$ cat config.mk
export PLATFORM = sky130hd
export DESIGN_NAME = hook_release_ctrl
export DESIGN_NICKNAME = d
export VERILOG_FILES = /design/src/rtl/hook_pkg.sv /design/src/rtl/hook_tick_divider.sv /design/src/rtl/hook_release_ctrl.sv
export SDC_FILE = /design/constraint.sdc
export NUM_CORES = 1
export LEC_CHECK = 0
export BUFFER_PORTS_ARGS = -buffer_cell sky130_fd_sc_hd__buf_2
export CORE_MARGIN = 2
export CORE_UTILIZATION = 40
export CTS_CLUSTER_DIAMETER = 50
export CTS_CLUSTER_SIZE = 30
export DETAILED_ROUTE_END_ITERATION = 6
export SETUP_SLACK_MARGIN = 0.3
export SLEW_MARGIN = 30
export SYNTH_ARGS = -nofsm -noshare
export SYNTH_HDL_FRONTEND = slang
export SYNTH_SLANG_ARGS = --single-unit
$ cat constraint.sdc
create_clock -name clk -period 5.4 [get_ports clk]
set_clock_uncertainty 0.2 [all_clocks]
set_input_delay 0.81 -clock clk [delete_from_list [all_inputs] [get_ports clk]]
set_output_delay 0.81 -clock clk [all_outputs]
set_load 0.01 [all_outputs]
$ cat src/rtl/hook_pkg.sv
// Shared constants for the hook release/retract controller.
// State encoding, default geometry and grabbed-object weight classes.
package hook_pkg;

  typedef enum logic [2:0] {
    S_IDLE    = 3'd0,
    S_EXTEND  = 3'd1,
    S_TURN    = 3'd2,
    S_RETRACT = 3'd3,
    S_DONE    = 3'd4
  } hook_state_e;

  localparam int HOOK_LEN_W   = 8;
  localparam int HOOK_MAX_LEN = 160;
  localparam int HOOK_STEP    = 2;

  // Load classes: retract accepts every (class+1)-th frame tick.
  localparam logic [1:0] WGT_LIGHT  = 2'd0;
  localparam logic [1:0] WGT_MEDIUM = 2'd1;
  localparam logic [1:0] WGT_HEAVY  = 2'd2;
  localparam logic [1:0] WGT_MAX    = 2'd3;

endpackage

$ cat src/rtl/hook_tick_divider.sv
// Frame-tick divider for weighted retract: passes every (ratio+1)-th tick.
// Instantiated by hook_release_ctrl only when HOOK_WEIGHT_EN is defined.
module hook_tick_divider (
  input  logic       clk,
  input  logic       resetn,
  input  logic       clear,
  input  logic       tick,
  input  logic [1:0] ratio,
  output logic       accept
);

  logic [1:0] cnt;

  // A tick is accepted once the skipped-tick count has caught up with ratio.
  assign accept = tick && !clear && (cnt == ratio);

  // Count skipped ticks; restart on clear and on every accepted tick.
  always_ff @(posedge clk or negedge resetn) begin
    if (!resetn)       cnt <= 2'd0;
    else if (clear)    cnt <= 2'd0;
    else if (accept)   cnt <= 2'd0;
    else if (tick)     cnt <= cnt + 2'd1;
  end

endmodule

$ cat src/rtl/hook_release_ctrl.sv
// Hook release/retract controller: drives the frame counter enable, steps
// hook_len out and back on step_tick, and reports grabs and completion.
// Optional HOOK_WEIGHT_EN: adds a weight input that slows a loaded retract.
module hook_release_ctrl
  import hook_pkg::*;
#(
  parameter int LEN_W   = HOOK_LEN_W,
  parameter int MAX_LEN = HOOK_MAX_LEN,
  parameter int STEP    = HOOK_STEP
) (
  input  logic             clk,
  input  logic             resetn,
  input  logic             fire,
  input  logic             hit,
  input  logic             step_tick,
`ifdef HOOK_WEIGHT_EN
  input  logic [1:0]       weight,
`endif
  output logic             counter_en,
  output logic [LEN_W-1:0] hook_len,
  output logic             busy,
  output logic             grabbed,
  output logic             done
);

  localparam logic [LEN_W:0]   MAX_W  = (LEN_W+1)'(MAX_LEN);
  localparam logic [LEN_W:0]   STEP_W = (LEN_W+1)'(STEP);
  localparam logic [LEN_W-1:0] STEP_L = LEN_W'(STEP);
  localparam logic [LEN_W-1:0] MAX_L  = LEN_W'(MAX_LEN);

  hook_state_e      state, state_nxt;
  logic [LEN_W-1:0] len_nxt;
  logic             grabbed_nxt;
  logic [LEN_W:0]   len_up;
  logic             rtick;
  logic             accept;

  // One bit of headroom so the outward step can never wrap.
  assign len_up = {1'b0, hook_len} + STEP_W;
  assign rtick  = step_tick && (state == S_RETRACT);

`ifdef HOOK_WEIGHT_EN
  logic [1:0] weight_q;

  // Weight class is captured on the grab cycle and held for the retract.
  always_ff @(posedge clk or negedge resetn) begin
    if (!resetn)                         weight_q <= WGT_LIGHT;
    else if (state == S_EXTEND && hit)   weight_q <= weight;
  end

  hook_tick_divider u_div (
    .clk    (clk),
    .resetn (resetn),
    .clear  (state == S_TURN),
    .tick   (rtick),
    .ratio  (grabbed ? weight_q : WGT_LIGHT),
    .accept (accept)
  );
`else
  assign accept = rtick;
`endif

  // State and registered outputs; outputs follow the next state so they
  // line up with it cycle-for-cycle.
  always_ff @(posedge clk or negedge resetn) begin
    if (!resetn) begin
      state      <= S_IDLE;
      hook_len   <= '0;
      counter_en <= 1'b0;
      busy       <= 1'b0;
      grabbed    <= 1'b0;
      done       <= 1'b0;
    end else begin
      state      <= state_nxt;
      hook_len   <= len_nxt;
      counter_en <= (state_nxt == S_EXTEND) || (state_nxt == S_RETRACT);
      busy       <= (state_nxt != S_IDLE);
      grabbed    <= grabbed_nxt;
      done       <= (state_nxt == S_DONE);
    end
  end

  // Next-state logic; hit beats a coincident step in EXTEND.
  always_comb begin
    state_nxt = state;
    case (state)
      S_IDLE:    if (fire) state_nxt = S_EXTEND;
      S_EXTEND:  if (hit || (step_tick && len_up >= MAX_W)) state_nxt = S_TURN;
      S_TURN:    state_nxt = S_RETRACT;
      S_RETRACT: if (accept && hook_len <= STEP_L) state_nxt = S_DONE;
      S_DONE:    state_nxt = S_IDLE;
      default:   state_nxt = S_IDLE;
    endcase
  end

  // Length and grab flag updates.
  always_comb begin
    len_nxt     = hook_len;
    grabbed_nxt = grabbed;
    case (state)
      S_EXTEND: begin
        if (hit)                    grabbed_nxt = 1'b1;
        else if (step_tick)         len_nxt = (len_up >= MAX_W) ? MAX_L : len_up[LEN_W-1:0];
      end
      S_RETRACT: begin
        if (accept)                 len_nxt = (hook_len <= STEP_L) ? '0 : hook_len - STEP_L;
      end
      S_DONE:                       grabbed_nxt = 1'b0;
      default: ;
    endcase
  end

endmodule
======== Word level (Yosys, flattened, before mapping) ========
Cells that the tools add are included.
operators by class
  $add $sub $neg .......................... 2
  muxes and demuxes ....................... 12
  equality and inequality tests ........... 11
  reductions and logical operators ........ 11
  $lt $le $gt $ge ......................... 2
operators with widths
  kind                                                                                  number
  8-bit two-way mux                                                                     5
  8-bit one-hot mux with 2 select lines                                                 1
  3-bit one-hot mux with 4 select lines                                                 1
  8-bit by 2-bit adder with 9-bit output (second input constant)                        1
  3-bit by 2-bit == test with 1-bit output (second input constant)                      3
  9-bit by 8-bit greater-or-equal comparator with 1-bit output (second input constant)  1
  3-bit two-way mux                                                                     3
  8-bit by 2-bit less-or-equal comparator with 1-bit output (second input constant)     1
  2-bit inequality test (second input constant)                                         4
  8-bit by 2-bit subtractor with 8-bit output (second input constant)                   1
  3-bit by 1-bit == test with 1-bit output (second input constant)                      2
  3-bit == test (second input constant)                                                 2
  4-bit AND reduction                                                                   1
  2-bit nonzero test                                                                    2
  1-bit logical AND                                                                     3
  3-bit logical NOT                                                                     1
  3-bit nonzero test                                                                    1
  1-bit logical OR                                                                      2
  1-bit one-hot mux with 2 select lines                                                 1
  2-bit AND reduction                                                                   1
  1-bit two-way mux                                                                     1
storage, ports and cells
  logic and storage cells ................. 44
  bits of input ports ..................... 5
  register bits ........................... 15
  output and inout port bits .............. 12

======== Logic depth before layout (Yosys ltp) ========
Gate-level depths: netlist of the first run.
  word-level depth ........................ 8
  gate-level depth with buffers ........... 8

======== Worst setup path after synthesis of the first run ========
OpenSTA, ideal clock, no wires.
  kind .................................... input -> register
  from .................................... input hit
  to ...................................... register hook_len[5]
  setup time .............................. 0.087 ns
  stages .................................. 5
  data required time ...................... 5.113 ns
  data arrival time ....................... 1.797 ns
  path slack .............................. 3.316 ns
  path through ............................ nor2b_1 or4_1 buf_2 a211o_1 o211ai_1
on the way
  word-level cells in the longest chain between the ends .. 2
RTL lines
  element                                 line                     source
  start, declared                         hook_release_ctrl.sv:14  input logic hit,
  2-bit inequality test (no source line)  --
  4-bit AND reduction (no source line)    --
  end signal, assigned                    hook_release_ctrl.sv:75  hook_len <= len_nxt;
  end, declared                           hook_release_ctrl.sv:20  output logic [LEN_W-1:0] hook_len,
Every way passes these cells.
A chain may end at the register's enable or synchronous reset.

======== Worst setup path in the final report of the first run ========
  from .................................... register hook_len[2]
  to ...................................... register state[0]
on the way
  word-level cells in the longest chain between the ends .. 6
  elaborated cells on any way between the ends .. 9
RTL lines
  element                                                       line                     source
  8-bit by 2-bit adder with 9-bit output                        hook_release_ctrl.sv:39  assign len_up = {1'b0, hook_len} + STEP_W;
  9-bit by 8-bit greater-or-equal comparator with 1-bit output  hook_release_ctrl.sv:88  S_EXTEND: if (hit || (step_tick && len_up >= MAX_W)) state_nxt = S_TURN;
  1-bit logical AND                                             hook_release_ctrl.sv:88
  1-bit logical OR                                              hook_release_ctrl.sv:88
  3-bit two-way mux                                             hook_release_ctrl.sv:88
  3-bit one-hot mux with 4 select lines (*)                     hook_release_ctrl.sv:86  case (state)
  net state_nxt[0]                                              hook_release_ctrl.sv:31  hook_state_e state, state_nxt;
  end signal, assigned                                          hook_release_ctrl.sv:74  state <= state_nxt;
  end, declared                                                 hook_release_ctrl.sv:31
Mark *: on every way through the listed nets, which the timed path passes. The rest lies on a longest branch.

==> metrics.cfg, run 1 <==
[outcome]
outcome=completed

[setup_path]
cp.arrival_ns=2.32
worstSetupPathType=flop to flop
endpoint_kind=flop
critPathRequiredTime_ns=5.40
critPathMaxFanout=10
crit_path_start_kind=flop

[flow_run]
max-cap-violations=0

[clock_tree]
cts_tree=built
cts_buffer_depth=2
insertion_delay_ns=0.27
root_buffer=clkbuf_4
cts_buffers=3
post_cts_buffers=0
clkSlewWorstSetupHoldPaths_ns=0.08
cts_resized=0
clock-sinks=14
ctsHoldBuffers=0
htree_levels=1

[timing]
finalCritPeriodShare_pct=43.0
finalMaxSlewViolations=0
min_period_ns=2.32
setup_viol=0
max-slew-margin-rel_pct=62.0
rsz0062_at_grt=no
setup_tns_ns=0
hold_ws_ns=0.210
clock.fmax_ghz=0.431
setup_ws_ns=3.08
hold_violations=0
worst_pin_slew_ns=0.568

[route]
drcViolationCount=0
routed_wl_mm=2.35
vias=946
firstDrtPassIters=4
detail_route.vias_per_cell=5.88
ant_nets=0
drt_iter0_drc=29
post_drt_wl_per_cell_um=14.6

[logic_synthesis]
yosys-top-cells-area=dfrtp_1, nor4_4, a21oi_1
ys_warn_count=0
synth_ff_type=dfrtp_1
yosys.area.top_type_share_pct=34.8
synthArstFlopShare_pct=100
synth_cell_type_count=42
synthCells=119
netlist_top_cells_count=dfrtp_1, nor2_1, a21oi_1, o21ai_0
synth_top_area_cell=dfrtp_1
yosysSeqAreaShare_pct=34.8
synth_nets=127
ys_ff_latch=14
synth_area_um2=1010
synth_most_common_cell=dfrtp_1
avgSynthCellArea_um2=8.46
synth_edf_count=0

[final_layout]
drive_gt1_share_pct=21.4
antenna_cells=0
syn_to_final_growth_pct=10.9
final_nets=140

[min_path]
holdCritPathClass=input pin to asynchronous set/reset pin

[pwr]
p_leak_nw=0.449
ir_drop_uv=322
swShare_pct=48.8
power_frac_seq_pct=35.5
pwr-share-clk_pct=11.8
p_sw_uw=301
p_per_area_nw_per_um2=552
combPwrFrac_pct=52.7
intPower_uw=316

[floorplan]
pin_count=17
core.rowCount=18
dieArea_um2=2940
floorplan.initialDensity_pct=41.4
core_area_um2=2430
die_h_um=54.2
die_width_um=54.2

[grt]
grt_pass1_wl_mm=3.95
antenna_found_initial=0
gr-total-overflow=0
grt_max_degree=15
grt_use_total_pct=18.6
grt_pass1_vias=840

[place]
dp_hpwl_mm=1.76
io_buffers=15
dp_slack_ns=3.07
routabilityCongestion=0.943

-- metrics by stage --
| step | power, mW | cells | cell area [um^2] | utilization, % |
|---|---|---|---|---|
| after floorplan | 0.456 | 119 | 1010 | - |
| after global placement | 0.541 | 157 | 1080 | 44.4 |
| after detailed placement | 0.544 | 157 | 1080 | 44.4 |
| after CTS | 0.617 | 161 | 1120 | 45.9 |
| after global routing | 0.674 | 161 | 1120 | 45.9 |
| final | 0.617 | 161 | 1120 | 45.9 |
-- worst paths after layout --
path	start	slack, ns	end	depth (start not counted)
worst max-delay path	hook_len[2]	3.08	state[0]	6
worst min-delay path	resetn	0.21	busy	1
worst max register to register	hook_len[2]	3.08	state[0]	6
worst min register to register	grabbed	0.36	grabbed	2
max in group asynchronous	resetn	4.56	hook_len[6]	1
min in group clk	grabbed	0.36	grabbed	2
-- critical path: stages (launching register included) --
cell and delay [ns]:
dfrtp_1 0.55, ha_1 0.31, nand4_1 0.16, o211ai_1 0.31, o21ai_0 0.22, a211o_1 0.34
a21oi_1 0.14
-- power by group through the flow --
stage          clock (mW)  sequential [mW]  combinational (mW)
2_1_floorplan           0            0.184               0.271
3_3_place_gp            0            0.219               0.323
3_5_place_dp            0            0.220               0.324
4_1_cts            0.0750            0.219               0.324
5_1_grt            0.0823            0.227               0.365
6_report           0.0726            0.219               0.325
-- layout make-up --
type	instances	area (um^2)
fill	246	1320
multi-input combinational	90	588
sequential	14	350
timing repair buffer	15	75.1
tap	30	37.5
clock buffer	4	36.3
inverter	8	30.0
-- layout by cell type, fill, tap and decap left out, types with 3 or more instances in the layout --
cell type,netlist,final
ha_1,3,3
nor3_1,6,6
dfrtp_1,14,14
nor2_1,10,10
nand3_1,5,5
o211ai_1,5,5
clkbuf_4,0,3
nand4_1,4,4
nand2_1,6,6
inv_1,6,6
a21oi_1,8,8
buf_2,4,15
xnor2_1,3,3
o21ai_0,8,8
-- cell families (layout without fill, tap and decap cells) --
logic type	after synthesis	in the layout	synth area share [%]
buffers and inverters	15	27	6.83
other	1	1	0.372
adder cells (fa/ha/maj)	3	3	3.73
AO/OA/AOI/OAI	37	37	24.0
flip-flops	14	14	34.8
AND/OR/NAND/NOR	45	45	26.6
multiplexers	1	1	1.12
XOR/XNOR	3	3	2.61
-- layer usage --
layer	track usage, %	wire (um)
met4	7.92	24
met1	25.2	1110
met5	0	0
met3	1.67	106
met2	30.1	1100
-- flip-flops by register name (all words and copies together), names as in the netlist --
| signal | flops |
|---|---|
| busy | 1 |
| grabbed | 1 |
| state | 3 |
| hook_len | 7 |
| done | 1 |
| counter_en | 1 |
(Power assumes the default switching activity.)
==> inputs of run 2 (changes only) <==
==> constraint.sdc (replaced) <==
create_clock -name clk -period 2.41 [get_ports clk]
set_clock_uncertainty 0.2 [all_clocks]
set_input_delay 0.3615 -clock clk [delete_from_list [all_inputs] [get_ports clk]]
set_output_delay 0.3615 -clock clk [all_outputs]
set_load 0.01 [all_outputs]
==> run 2 against run 1 <==
Compared with the run above: via count grew 2.9%; combinational power grew to 2.5 times the previous value; clock power grew 130%; register-to-register slack lost 2.7 ns; design area grew 5.3%; routed wire length grew 8.0%; highest routed layer unchanged.
==> metrics.cfg, run 2 (synthesis results as in run 1) <==
[timing]
clock.fmax_ghz=0.481
finalMaxSlewViolations=0
min_period_ns=2.08
setup_tns_ns=0
rsz0062_at_grt=yes
hold_violations=0
setup_viol=0
finalCritPeriodShare_pct=86.3

[final_layout]
final_common_cell=buf_2
finalNonFillerCells=166
drive_gt1_share_pct=28.7
largest_reg_flops=7
layout_common_cells=buf_2, nor2_1, dfrtp_1
fin_util_pct=48.4
regMostFlops=hook_len
final_nets=145
antenna_cells=0
design_area_um2=1180
syn_to_final_growth_pct=16.8
top_regs=hook_len: 7 flops, state: 3 flops

[setup_path]
slowest_delay_ns=0.41
rrSetupSlack_ns=0.33
endpoint_kind=flop
worstReg2RegStart=hook_len[2]
reg2reg_to=hook_len[3]
cp.arrival_ns=2.05
critPathMaxFanout=5
path_cells=ha_2 > and4_1 > a31oi_2 > o211ai_1 > o221ai_1 > a22o_1
ff2ff_path_depth=6
critPathRequiredTime_ns=2.38
worstSetupPathType=flop to flop
crit_buf_inv=0
crit_path_start_kind=flop
cp_slowest_cell=dfrtp_2
path_delay_family=compound AO/OA/AOI/OAI gates

[min_path]
hp-start=fire
hold_depth=3
min_to=busy
holdCritPathClass=input pin to flop

[route]
routed_wl_mm=2.54
detail_route.vias_per_cell=5.86
post_drt_wl_per_cell_um=15.3
drcViolationCount=0
ant_nets=0
drt_iter0_drc=21
vias=973
firstDrtPassIters=4

[flow_run]
max-cap-violations=0

[clock_tree]
htree_levels=1
insertion_delay_ns=0.28
cts_buffers=3
root_buffer=clkbuf_4
cts_buffer_depth=2
cts_tree=built
clock-sinks=14
clkSlewWorstSetupHoldPaths_ns=0.09

[grt]
grt_max_degree=15
grt_use_met3_pct=2.22
grt_pass1_vias=879
grt_pass1_wl_mm=3.94
grtUsageMet2_pct=29.7
gr-total-overflow=0
grt_use_total_pct=18.9
grtUsageMet1_pct=24.3
antenna_found_initial=0
grt-busiest-layer=met2

[floorplan]
pin_count=17
core.rowCount=18
die_width_um=54.2
dieArea_um2=2940
die_h_um=54.2
floorplan.initialDensity_pct=41.4
core_area_um2=2430

[place]
io_buffers=15
dpl-instance-area_um2=1080
routabilityCongestion=0.810
dp_cells=157
dp_hpwl_mm=1.82

[pwr]
p_leak_nw=0.467
ir_drop_uv=573
p_per_area_nw_per_um2=1240
power.total_mw=1.46

[outcome]
outcome=completed

==> run 2: layout make-up <==
cell class	instances	area [um^2]
Fill cell	244	1260
Multi-Input combinational cell	90	602
Sequential cell	14	355
Timing Repair Buffer	20	115
Tap cell	30	37.5
Clock buffer	4	36.3
Inverter	8	30.0
==> run 2: power by group <==
group          switching [mW]  internal (mW)
Sequential              0.149          0.316
Clock                  0.0784         0.0918
Combinational           0.472          0.355
Total                   0.700          0.762
==> run 2: worst max-delay path by stage <==
stage	slack, ns	startpoint	cells after the start	endpoint
after floorplan	0.41	hook_len[1]	6	hook_len[3]
after global placement	0.29	hook_len[2]	6	hook_len[3]
after detailed placement	0.24	hook_len[2]	6	hook_len[3]
after CTS	0.30	hook_len[2]	6	hook_len[3]
after global routing	0.26	hook_len[2]	6	hook_len[2]
final	0.33	hook_len[2]	6	hook_len[3]
==> run 2: worst reg2reg max path: stages, from the launching register on <==
cell and delay (ns):
dfrtp_2 0.41, ha_2 0.24, and4_1 0.27, a31oi_2 0.12, o211ai_1 0.35, o221ai_1 0.18
a22o_1 0.21
==> run 2: metrics by stage <==
step	hold WS, ns	setup slack, ns
2_1_floorplan	-0.134	0.412
3_5_place_dp	0.0780	0.240
5_1_grt	0.159	0.256
6_report	0.121	0.330
4_1_cts	0.129	0.298
3_3_place_gp	0.0782	0.288
==> run 2: metal layers <==
metal,routed length [um],up-vias,part of all wire [%]
li1,-,475,-
met1,1140,466,45
met2,1250,30,49
met3,124,2,4.9
met4,27,0,1.1
met5,0,-,0
==> run 2: repair_timing <==
item | in CTS | in global routing
pin swaps | 1 | 1
setup buffers | 2 | 2
hold buffers | 1 | 0
endpoints found under the hold margin | 14 | 0
gates resized for setup | 3 | 4
setup endpoints to repair | 4 | 6
